--- src/rtl/pll_reset_sequencer_pkg.sv ---
// rtl/pll_reset_sequencer_pkg.sv - shared state encodings and default constants for the reset sequencer
//
// Purpose : state encodings, default timing constants and a small helper
//           shared by the PLL reset sequencer and anything decoding seq_state.
// Ports   : none (package).
package pll_reset_sequencer_pkg;

    localparam logic [1:0] SEQ_S_WAIT   = 2'd0;
    localparam logic [1:0] SEQ_S_STAB   = 2'd1;
    localparam logic [1:0] SEQ_S_PERIPH = 2'd2;
    localparam logic [1:0] SEQ_S_RUN    = 2'd3;

    localparam int SEQ_SYNC_STAGES   = 2;
    localparam int SEQ_STABLE_CYCLES = 1024;
    localparam int SEQ_CORE_DELAY    = 16;
    localparam int SEQ_DEBOUNCE      = 4;

    typedef enum logic [1:0] {
        S_WAIT   = SEQ_S_WAIT,
        S_STAB   = SEQ_S_STAB,
        S_PERIPH = SEQ_S_PERIPH,
        S_RUN    = SEQ_S_RUN
    } seq_state_e;

    function automatic int max_int(input int a, input int b);
        return (a > b) ? a : b;
    endfunction

endpackage

--- src/rtl/pll_reset_sequencer_sync_ff.sv ---
// rtl/pll_reset_sequencer_sync_ff.sv - N-stage single-bit synchroniser with synchronous clear
//
// Purpose : brings an asynchronous single-bit input into the clk domain.
//           Reusable for buttons, UART rx and similar inputs.
// Ports   : clk - destination clock
//           clr - synchronous active-high clear of every stage
//           d   - asynchronous input
//           q   - synchronised output (last stage)
module sync_ff #(
    parameter int STAGES = 2
) (
    input  logic clk,
    input  logic clr,
    input  logic d,
    output logic q
);

    logic [STAGES-1:0] sync_q;
    logic [STAGES-1:0] sync_d;

    // Stage 0 takes the raw input; each later stage copies the previous one.
    always_comb begin
        sync_d = {sync_q[STAGES-2:0], d};
    end

    always_ff @(posedge clk) begin
        if (clr) begin
            sync_q <= '0;
        end else begin
            sync_q <= sync_d;
        end
    end

    assign q = sync_q[STAGES-1];

endmodule

--- src/rtl/pll_reset_sequencer.sv ---
// rtl/pll_reset_sequencer.sv - staged peripheral/core reset release gated on a stable PLL lock
//
// Purpose : waits for a stable synchronised PLL lock, releases peripherals,
//           then the core after a delay; returns to reset on a debounced
//           lock loss in RUN and counts those losses.
// Ports   : clk             - PLL output clock, the only clock
//           reset           - synchronous active-high reset
//           pll_locked      - PLL lock, asynchronous to clk
//           periph_rst      - active-high peripheral reset (registered)
//           core_rst        - active-high core reset (registered)
//           ready           - high while in RUN (registered)
//           lock_loss_count - saturating count of RUN-state lock losses
//           seq_state       - current state, for debug
module pll_reset_sequencer
    import pll_reset_sequencer_pkg::*;
#(
    parameter int SYNC_STAGES   = SEQ_SYNC_STAGES,
    parameter int STABLE_CYCLES = SEQ_STABLE_CYCLES,
    parameter int CORE_DELAY    = SEQ_CORE_DELAY,
    parameter int DEBOUNCE      = SEQ_DEBOUNCE
) (
    input  logic       clk,
    input  logic       reset,
    input  logic       pll_locked,
    output logic       periph_rst,
    output logic       core_rst,
    output logic       ready,
    output logic [7:0] lock_loss_count,
    output logic [1:0] seq_state
);

    localparam int CNT_W  = $clog2(max_int(STABLE_CYCLES, CORE_DELAY) + 1);
    localparam int LCNT_W = $clog2(DEBOUNCE + 1);

    localparam logic [CNT_W-1:0]  STAB_LAST = CNT_W'(STABLE_CYCLES - 1);
    localparam logic [CNT_W-1:0]  CORE_LAST = CNT_W'(CORE_DELAY - 1);
    localparam logic [LCNT_W-1:0] LOSS_LAST = LCNT_W'(DEBOUNCE - 1);

    logic lock_s;

    seq_state_e        state_q, state_d;
    logic [CNT_W-1:0]  cnt_q, cnt_d;
    logic [LCNT_W-1:0] lcnt_q, lcnt_d;
    logic [7:0]        llc_q, llc_d;
    logic              periph_rst_q, periph_rst_d;
    logic              core_rst_q, core_rst_d;
    logic              ready_q, ready_d;

    sync_ff #(
        .STAGES (SYNC_STAGES)
    ) u_lock_sync (
        .clk (clk),
        .clr (reset),
        .d   (pll_locked),
        .q   (lock_s)
    );

    always_comb begin
        state_d = state_q;
        cnt_d   = cnt_q;
        lcnt_d  = lcnt_q;
        llc_d   = llc_q;

        case (state_q)
            S_WAIT: begin
                if (lock_s) begin
                    state_d = S_STAB;
                    cnt_d   = '0;
                end
            end
            S_STAB: begin
                // Any drop before the peripherals are released simply
                // restarts the wait; it is not a loss event.
                if (!lock_s) begin
                    state_d = S_WAIT;
                    cnt_d   = '0;
                end else if (cnt_q == STAB_LAST) begin
                    state_d = S_PERIPH;
                    cnt_d   = '0;
                end else begin
                    cnt_d = cnt_q + 1'b1;
                end
            end
            S_PERIPH: begin
                if (!lock_s) begin
                    state_d = S_WAIT;
                    cnt_d   = '0;
                end else if (cnt_q == CORE_LAST) begin
                    state_d = S_RUN;
                    lcnt_d  = '0;
                end else begin
                    cnt_d = cnt_q + 1'b1;
                end
            end
            S_RUN: begin
                // Only DEBOUNCE consecutive low samples count; any high
                // sample in between restarts the debounce.
                if (lock_s) begin
                    lcnt_d = '0;
                end else if (lcnt_q == LOSS_LAST) begin
                    state_d = S_WAIT;
                    cnt_d   = '0;
                    lcnt_d  = '0;
                    if (llc_q != 8'hFF) begin
                        llc_d = llc_q + 8'd1;
                    end
                end else begin
                    lcnt_d = lcnt_q + 1'b1;
                end
            end
            default: begin
                state_d = S_WAIT;
                cnt_d   = '0;
                lcnt_d  = '0;
            end
        endcase

        // Outputs decode the next state so they move on the same edge.
        periph_rst_d = !((state_d == S_PERIPH) || (state_d == S_RUN));
        core_rst_d   = (state_d != S_RUN);
        ready_d      = (state_d == S_RUN);
    end

    always_ff @(posedge clk) begin
        if (reset) begin
            state_q      <= S_WAIT;
            cnt_q        <= '0;
            lcnt_q       <= '0;
            llc_q        <= '0;
            periph_rst_q <= 1'b1;
            core_rst_q   <= 1'b1;
            ready_q      <= 1'b0;
        end else begin
            state_q      <= state_d;
            cnt_q        <= cnt_d;
            lcnt_q       <= lcnt_d;
            llc_q        <= llc_d;
            periph_rst_q <= periph_rst_d;
            core_rst_q   <= core_rst_d;
            ready_q      <= ready_d;
        end
    end

    assign periph_rst      = periph_rst_q;
    assign core_rst        = core_rst_q;
    assign ready           = ready_q;
    assign lock_loss_count = llc_q;
    assign seq_state       = state_q;

endmodule

--- config.mk ---
export PLATFORM = sky130hd
export DESIGN_NAME = pll_reset_sequencer
export DESIGN_NICKNAME = d
export VERILOG_FILES = /design/src/rtl/pll_reset_sequencer_pkg.sv /design/src/rtl/pll_reset_sequencer_sync_ff.sv /design/src/rtl/pll_reset_sequencer.sv
export SDC_FILE = /design/constraint.sdc
export NUM_CORES = 1
export LEC_CHECK = 0
export CAP_MARGIN = 20
export CELL_PAD_IN_SITES_DETAIL_PLACEMENT = 0
export CELL_PAD_IN_SITES_GLOBAL_PLACEMENT = 1
export CORE_UTILIZATION = 47
export CTS_BUF_LIST = sky130_fd_sc_hd__clkbuf_8
export DETAILED_ROUTE_END_ITERATION = 8
export MAX_ROUTING_LAYER = met4
export PLACE_DENSITY = 0.9
export REMOVE_ABC_BUFFERS = 1
export SETUP_SLACK_MARGIN = 0.05
export SLEW_MARGIN = 30
export SYNTH_ARGS = -nofsm -noshare
export SYNTH_HDL_FRONTEND = slang
export SYNTH_SLANG_ARGS = --single-unit
export TNS_END_PERCENT = 5
--- constraint.sdc ---
create_clock -name clk -period 6.1 [get_ports clk]
set_input_delay 1.525 -clock clk [delete_from_list [all_inputs] [get_ports clk]]
set_output_delay 1.525 -clock clk [all_outputs]
set_load 0.01 [all_outputs]
[Yosys cells after proc, flatten, opt, wreduce, memory -nomap -nowiden]
Cells that the tools add are included.
Word-level totals
  input port bits: 3
  output and inout port bits: 13
  flip-flop bits (word level): 29
Cells by class
  reductions and logical operators: 7
  multiplexer cells: 21
  equal/unequal tests: 16
  bitwise operators: 1
  $add $sub $neg: 3
Operator list (number)
  $mux 11: 7
  $pmux 11 s4: 1
  $mux 2: 7
  $mux 3: 4
  $add 11x1->11 const B: 1
  $eq 11x10->1 const B: 1
  $eq 11x4->1 const B: 1
  $add 8x1->8 const B: 1
  $eq 2x2->1 const B: 4
  $ne 2x2->1 const B: 4
  $ne 8x8->1 const B: 1
  $pmux 2 s4: 1
  $reduce_and 4->1: 2
  $pmux 3 s2: 1
  $ne 2x1->1 const B: 2
  $add 3x1->3 const B: 1
  $eq 3x2->1 const B: 1
  $ne 3x3->1 const B: 1
  $reduce_and 3->1: 1
  $eq 2x1->1 const B: 1
  $logic_not 2->1: 1
  $reduce_bool 2->1: 1
  $logic_not 1->1: 1
  $logic_or 1x1->1: 1
  $not 1->1: 1

[Depth between registers and ports, before layout]
Gate-level depths: netlist of run 1.
  depth after elaboration: 7
  gate-level depth with buffers: 8

[By module]
Synthesis of run 1 repeated with hierarchy kept, for this count alone.
Second synthesis, totals
  cell total of the unflattened synthesis: 183
  area, all modules: 1579.0 sq um
By module, submodules not included
  pll_reset_sequencer: times used 1, seq. area each 540.5 sq um, area each 1526.5 sq um, cells an instance 179
  sync_ff: times used 1, seq. area each 40.0 sq um, area each 52.6 sq um, cells an instance 4

[Worst setup path after synthesis of run 1]
Ideal clock, no wire load.
  path type: input -> register
  from: in reset
  to: reg core_rst_q (netlist: core_rst)
  arrival: 2.185 ns
  stages: 4
  buffers on the path: 1
  path slack: 3.792 ns
  path through: clkbuf_1 -> a21oi_1 -> o41ai_1 -> or2_2
RTL lines
  from (decl): line pll_reset_sequencer.sv:23  | input logic reset,
  to (signal assigned): line pll_reset_sequencer.sv:139  | core_rst_q <= core_rst_d;
  to (decl): line pll_reset_sequencer.sv:46  | logic core_rst_q, core_rst_d;

[Worst setup path after layout of run 1]
  from: reg llc_q[2] (netlist: lock_loss_count[2])
  to: out lock_loss_count[2]
RTL lines
  from (decl): line pll_reset_sequencer.sv:44  | logic [7:0] llc_q, llc_d;
  from (signal assigned): line pll_reset_sequencer.sv:137  | llc_q <= llc_d;
  to (decl): line pll_reset_sequencer.sv:28  | output logic [7:0] lock_loss_count,
No word-level cell between the ends.

==> results of run 1 <==
[sequential cells by signal, summed over array words and instances, names as in the netlist]
register / count
ready: 1
lock_loss_count: 8
seq_state: 2
core_rst: 1
u_lock_sync.sync_q: 2
cnt_q: 11
periph_rst: 1
lcnt_q: 3
[per-layer routing]
metal | GRT usage [%] | vias up | wire, µm | share of wire, %
li1 | - | 660 | - | -
met4 | 8.16 | 0 | 29 | 0.99
met2 | 30.7 | 25 | 1370 | 47
met5 | - | - | 0 | 0
met3 | 6.03 | 4 | 111 | 3.8
met1 | 26.1 | 624 | 1420 | 48
[power by group through the flow]
stage                     clock, W  combinational, W  sequential (W)
after floorplan                  0         0.0000315        0.000203
after global placement           0         0.0000509        0.000202
after detailed placement         0         0.0000524        0.000202
after CTS                 0.000175         0.0000524        0.000198
after global routing      0.000182         0.0000582        0.000199
final                     0.000170         0.0000521        0.000198
[logic make-up after synthesis]
family | after synthesis | share of synthesized area (%)
muxes | 4 | 3.04
xor gates and xnor gates | 7 | 4.14
buffers and inverters | 13 | 4.31
AOI/OAI and AO/OA | 34 | 13.8
and+or+nand+nor | 82 | 28.7
adders and majority gates | 8 | 6.76
DFF | 29 | 39.2
[cell type report]
cell class	count	area, µm²
Fill cell	282	1280
Multi-Input combinational cell	135	836
Sequential cell	29	581
Timing Repair Buffer	15	145
Clock buffer	7	96.3
Tap cell	44	55.1
Inverter	8	30.0
Clock inverter	1	5.00
[stage by stage]
step | util (%) | power, W
after floorplan | - | 0.000235
final | 57.7 | 0.000420
after global routing | 57.7 | 0.000439
after CTS | 57.9 | 0.000425
after global placement | 54.5 | 0.000253
after detailed placement | 54.5 | 0.000255
[worst max-delay path by stage]
stage          depth (start not counted)  slack [ps]                 end                from
2_1_floorplan                          3        3960            core_rst               reset
3_3_place_gp                           4        2800            core_rst               reset
3_5_place_dp                           4        2770            core_rst               reset
4_1_cts                                4        3050            core_rst               reset
5_1_grt                                1        3190        seq_state[0]        seq_state[0]
6_report                               1        3260  lock_loss_count[2]  lock_loss_count[2]
[Yosys cell counts, types with 3 or more instances]
cell,n
a31oi_1,4
nor2b_1,3
a21oi_1,13
mux2i_1,3
xnor2_1,5
o21ai_0,10
nor2_1,20
clkbuf_1,3
dfxtp_1,29
inv_1,8
or4_1,3
nand3_1,11
nor3_1,6
or3_1,4
nand4_1,5
nand2b_1,4
or2_2,4
ha_1,8
nor4_1,3
nand2_1,11
==> summary.md, run 1 <==
| Metric | Value |
|---|---|
| Final setup TNS | 0 ps |
| Pin count of the biggest net entering global routing | 27 |
| Antenna Violating Nets Remaining | 0 |
| Seq/Total Area, Yosys | 39.2% |
| Share of power burned in registers | 47.1% |
| Critical Path RT | 4580 ps |
| Crit-path cells | clkdlybuf4s50_1 |
| Top cells by area, synth | dfxtp_1 (39%), ha_1 (6.8%), nor2_1 (5.1%), a21oi_1 (4.4%), nand3_1 (3.7%) |
| Max VDD drop | 0.170 mV |
| Ys flop type | dfxtp_1 |
| Row count | 20 |
| Internal | 0.000317 W |
| Worst-Margin Slew | 719 ps |
| Cts hold-fix bufs | 0 |
| Hold endpoint | u_lock_sync.sync_q[1] |
| Vias in the first global route | 1195 |
| RSZ-0062 raised after global routing | no |
| Clock network power share | 40.5% |
| Slew Viols, Final | 0 |
| Layout cells sized above 1 | 8.72% |
| R2R depth | 7 |
| Slew HR | 51.9% |
| Leak Pwr | 0.615 nW |
| Most frequent cells in the layout | dfxtp_1 (29), nor2_1 (20), clkdlybuf4s50_1 (14) |
| # IOs | 16 |
| CTS tree | done |
| Post-Synthesis Cells | 177 |
| Hold Crit Depth | 1 |
| Pwr dens | 241 nW/µm² |
| Vias/cell | 5.49 |
| Die Height | 58.1 µm |
| Psw | 0.000103 W |
| DRC viols | 0 |
| Port bufs | 15 |
| Clock edge transition at the registers on the reported setup and hold paths | 60 ps |
| Initial DRT Pass Iterations | 4 |
| Root Buffer | clkbuf_8 |
| Nature of the critical path startpoint | flop |
| DR iter-0 viols | 70 |
| Crit path max-delay cell type | clkdlybuf4s50_1 |
| Sw frac | 24.6% |
| Number of max-cap violations | 0 |
| Setup Buffers After CTS | 0 |
| Min Tclk post-route | 2840 ps |
| Logic pwr share | 12.4% |
| Critical Path Max Stage Delay | 590 ps |
| Synth area leader | dfxtp_1 |
| Warnings, synthesis | 0 |
| Critical path class | reg -> out |
| Synthesized area | 1480 µm² |
| First-pass GRT wire length | 5200 µm |
| Pre-CTS setup slack | 2770 ps |
| Area growth syn-to-layout | 18.1% |
| DP Cell Count | 231 |
| Setup violators final | 0 |
| Most common cell after layout, fill and taps aside | dfxtp_1 |
| Core Region | 3030 µm² |
| Clock skew | 5.12 ps |
| Worst endpoint data arrival time | 1310 ps |
| Design Area, Final | 1750 µm² |
| Yosys cell types | 35 |
| Hold wc startpoint | u_lock_sync.sync_q[0] |
| Nets | 205 |
| # resized after CTS | 0 |
| GPL Wtd Cong | 0.808 |
| H-tree levels | 2 |
| Max clock buf depth | 2 |
| Synth top area share | 39.2% |
| Dpl cell area | 1650 µm² |
| Die ar. | 3380 µm² |
| Cts bufs inserted | 5 |
| Slack of the critical path | 3260 ps |
| Die W | 58.1 µm |
| Register-to-register setup slack | 3760 ps |
| Synth Register Bits | 29 |
| R2R Path End | cnt_q[2] |
| Hold WC Path Type | reg -> reg |
| Via count | 1313 |
| CP max FO | 6 |
| Fmax | 0.352 GHz |
| Bufs and invs on worst path | 1 |
| EDFF count, synth | 0 |
| Post-synth ARST share | 0% |
| GRT Residual Overflow | 0 |
| Drt total wl | 2930 µm |
| Initial Utilization | 48.9% |
| Clock sinks | 29 |
| Critical Path End Type | output pin |
| Post-route non-filler standard cell count | 239 |
| Antenna Cells | 0 |
| Gr usage total | 20.6% |
| Hold WS | 442 ps |
| Final Hold Fails | 0 |
| Status | finished, final reports clean |
| Initial antenna violation count | 0 |
| Routed len/inst | 12.3 µm |
| Detailed placer's ending HPWL | 2020 µm |
| Worst-Skew Late Latency | 280 ps |
| Reg2reg start | seq_state[0] |
| Crit share post-route | 46.5% |
| CP delay by family, top | buffers and inverters |
| Avg Cell Area, Syn | 8.36 µm² |
(Power assumes the default switching activity.)
==> run 2, diff against run 1 <==
--- a/config.mk
+++ b/config.mk
@@ -8,11 +8,11 @@
 export CAP_MARGIN = 20
 export CELL_PAD_IN_SITES_DETAIL_PLACEMENT = 0
 export CELL_PAD_IN_SITES_GLOBAL_PLACEMENT = 1
-export CORE_UTILIZATION = 47
+export CORE_UTILIZATION = 39
 export CTS_BUF_LIST = sky130_fd_sc_hd__clkbuf_8
 export DETAILED_ROUTE_END_ITERATION = 8
 export MAX_ROUTING_LAYER = met4
-export PLACE_DENSITY = 0.9
+export PLACE_DENSITY = 0.8
 export REMOVE_ABC_BUFFERS = 1
 export SETUP_SLACK_MARGIN = 0.05
 export SLEW_MARGIN = 30
==> constraint.sdc (replaced) <==
create_clock -name clk -period 2.4 [get_ports clk]
set_input_delay 0.6 -clock clk [delete_from_list [all_inputs] [get_ports clk]]
set_output_delay 0.6 -clock clk [all_outputs]
set_load 0.01 [all_outputs]
==> run 2 against run 1 <==
Compared with the run above: non-clock buffer count grew 3; combinational power grew to 2.7 times the previous value; critical endpoint is now cnt_q[2]; design area up 3.1%; clock skew is 2.2 ps higher; die area rose by 20%; wire length grew 4.5%.
==> summary.md, run 2 (synthesized netlist as in run 1, its figures left out) <==
| Metric | Value |
|---|---|
| Gr usage total | 17.2% (-3.4 points) |
| DRC viols | 0 (unchanged) |
| Fmax | 0.453 GHz |
| Worst-Skew Late Latency | 280 ps (about the same) |
| Cts hold-fix bufs | 0 (unchanged) |
| Hold WS | 439 ps (-2.54 ps) |
| Area growth syn-to-layout | 21.8% |
| Critical Path End Type | flop |
| First-pass GRT wire length | 5240 µm (+0.81%) |
| Post-layout util | 49.2% (-8.5 points) |
| Die W | 63.6 µm (+9.4%) |
| FF/Latch Area | 581 µm² (unchanged) |
| Nets | 208 (+1.5%) |
| Clock edge transition at the registers on the reported setup and hold paths | 60 ps (about the same) |
| Register with the most flip-flops | cnt_q |
| Critical Path RT | 2620 ps (-1960 ps) |
| Slew HR | 55.0% (+3.2 points) |
| Most frequent cells in the layout | dfxtp_1 (29), nor2_1 (20), clkdlybuf4s50_1 (15) |
| Crit share post-route | 92.1% |
| Vias/cell | 5.31 (-3.3%) |
| Initial DRT Pass Iterations | 4 (unchanged) |
| Pre-CTS setup slack | 195 ps (-2570 ps) |
| CP max FO | 7 (+1) |
| Multi-input gate area | 843 µm² (+0.90%) |
| Leak Pwr | 0.640 nW (+4.1%) |
| Final setup TNS | 0 ps (unchanged) |
| Initial antenna violation count | 0 (unchanged) |
| Clock sinks | 29 (unchanged) |
| Row count | 22 (+10%) |
| Number of max-cap violations | 0 (unchanged) |
| # IOs | 16 (unchanged) |
| # fillers | 346 (+23%) |
| Register-to-register setup slack | 190 ps (-3570 ps) |
| Status | finished, final reports clean |
| Cts bufs inserted | 5 (unchanged) |
| Root Buffer | clkbuf_8 |
| Antenna Violating Nets Remaining | 0 (unchanged) |
| Min Tclk post-route | 2210 ps |
| Worst endpoint data arrival time | 2430 ps (+1120 ps) |
| Final Hold Fails | 0 (unchanged) |
| Clock skew | 7.28 ps (+2.16 ps) |
| Slack of the critical path | 190 ps (-3070 ps) |
| Initial Utilization | 40.4% (-8.5 points) |
| Routed len/inst | 12.5 µm (+1.6%) |
| Port bufs | 15 (unchanged) |
| CTS tree | done |
| Slew Viols, Final | 0 (unchanged) |
| Via count | 1307 (-0.46%) |
| Antenna Cells | 0 (unchanged) |
| Detailed placer's ending HPWL | 2070 µm (+3.0%) |
| Worst-Margin Slew | 672 ps (-47.2 ps) |
| H-tree levels | 2 (unchanged) |
| Critical path class | reg -> reg |
| Max VDD drop | 0.406 mV (+140%) |
| Max clock buf depth | 2 (unchanged) |
| Pin count of the biggest net entering global routing | 26 (-3.7%) |
| Die Height | 63.6 µm (+9.4%) |
| Layout cells sized above 1 | 9.60% (+0.88 points) |
| GRT Residual Overflow | 0 (unchanged) |
| GPL Wtd Cong | 0.850 (+5.2%) |
| Drt total wl | 3070 µm (+4.5%) |
| Vias in the first global route | 1217 (+1.8%) |
| Setup violators final | 0 (unchanged) |
| Core Region | 3660 µm² (+21%) |
| Hold WC Path Type | reg -> reg |
| DR iter-0 viols | 109 (+56%) |
| RSZ-0062 raised after global routing | yes |
| Most common cell after layout, fill and taps aside | dfxtp_1 |
| Pwr dens | 641 nW/µm² (+170%) |
| Die ar. | 4050 µm² (+20%) |
| Nature of the critical path startpoint | flop |
| Max reg flops | 11 (unchanged) |
==> run 2: cell types whose count changed in the layout (fill, tap and decap cells not counted) <==
cell,delta
buf_2,-1
o41ai_2,+1
clkdlybuf4s50_1,+1
buf_4,+3
clkbuf_8,-1
o41ai_1,-1
clkinv_2,-1
inv_1,+1
bufinv_16,+1
==> run 2: power by group <==
| group | switching, W | internal, W | total [W] |
|---|---|---|---|
| Sequential | 0.00000972 | 0.000493 | 0.000503 |
| Combinational | 0.0000826 | 0.0000607 | 0.000143 |
| Clock | 0.000177 | 0.000333 | 0.000511 |
==> run 2: cell type report <==
| cell class | instances | share of cell area [%] |
|---|---|---|
| timing repair buffer | 18 | 9.58 |
| tap | 48 | 3.33 |
| multi-input combinational | 135 | 46.8 |
| clock buffer | 6 | 4.58 |
| sequential | 29 | 32.2 |
| inverter | 8 | 1.67 |
| clock inverter | 2 | 1.87 |
==> run 2: worst max-delay path, cell delays in order (launching register included) <==
cell and delay [ps]:
dfxtp_1 430, inv_1 110, ha_1 220, nor4bb_1 150, nand4_1 280, o2111ai_1 290
or3b_2 520, a21oi_1 140
==> run 2: layer usage <==
layer / part of all wire, % / wire, µm / GRT usage (%)
met5: 0 / 0 / -
met4: 1.3 / 40 / 7.39
met3: 5.6 / 172 / 6.52
met2: 47 / 1430 / 25.4
met1: 46 / 1420 / 20.8
==> run 2: worst paths after layout <==
path | from | endpoint | cells past startpoint
worst min register to register | u_lock_sync.sync_q[0] | u_lock_sync.sync_q[1] | 1
worst max register to register | seq_state[0] | cnt_q[2] | 7
worst max-delay path | seq_state[0] | cnt_q[2] | 7
worst min-delay path | u_lock_sync.sync_q[0] | u_lock_sync.sync_q[1] | 1
==> run 2: metrics by stage <==
stage / cells / total power, W / area (µm²)
after CTS: 246 / 0.00116 / 1800
after detailed placement: 238 / 0.000652 / 1680
after floorplan: 172 / 0.000597 / 1450
after global placement: 238 / 0.000650 / 1680
final: 246 / 0.00116 / 1800
after global routing: 246 / 0.00120 / 1800
==> run 2: timing repair <==
item / 4_1_cts / 5_1_grt
endpoints found under the setup margin: 0 / 6
resized for setup: 0 / 1
hold endpoints to repair: 0 / 0
buffers inserted: 0 / 0
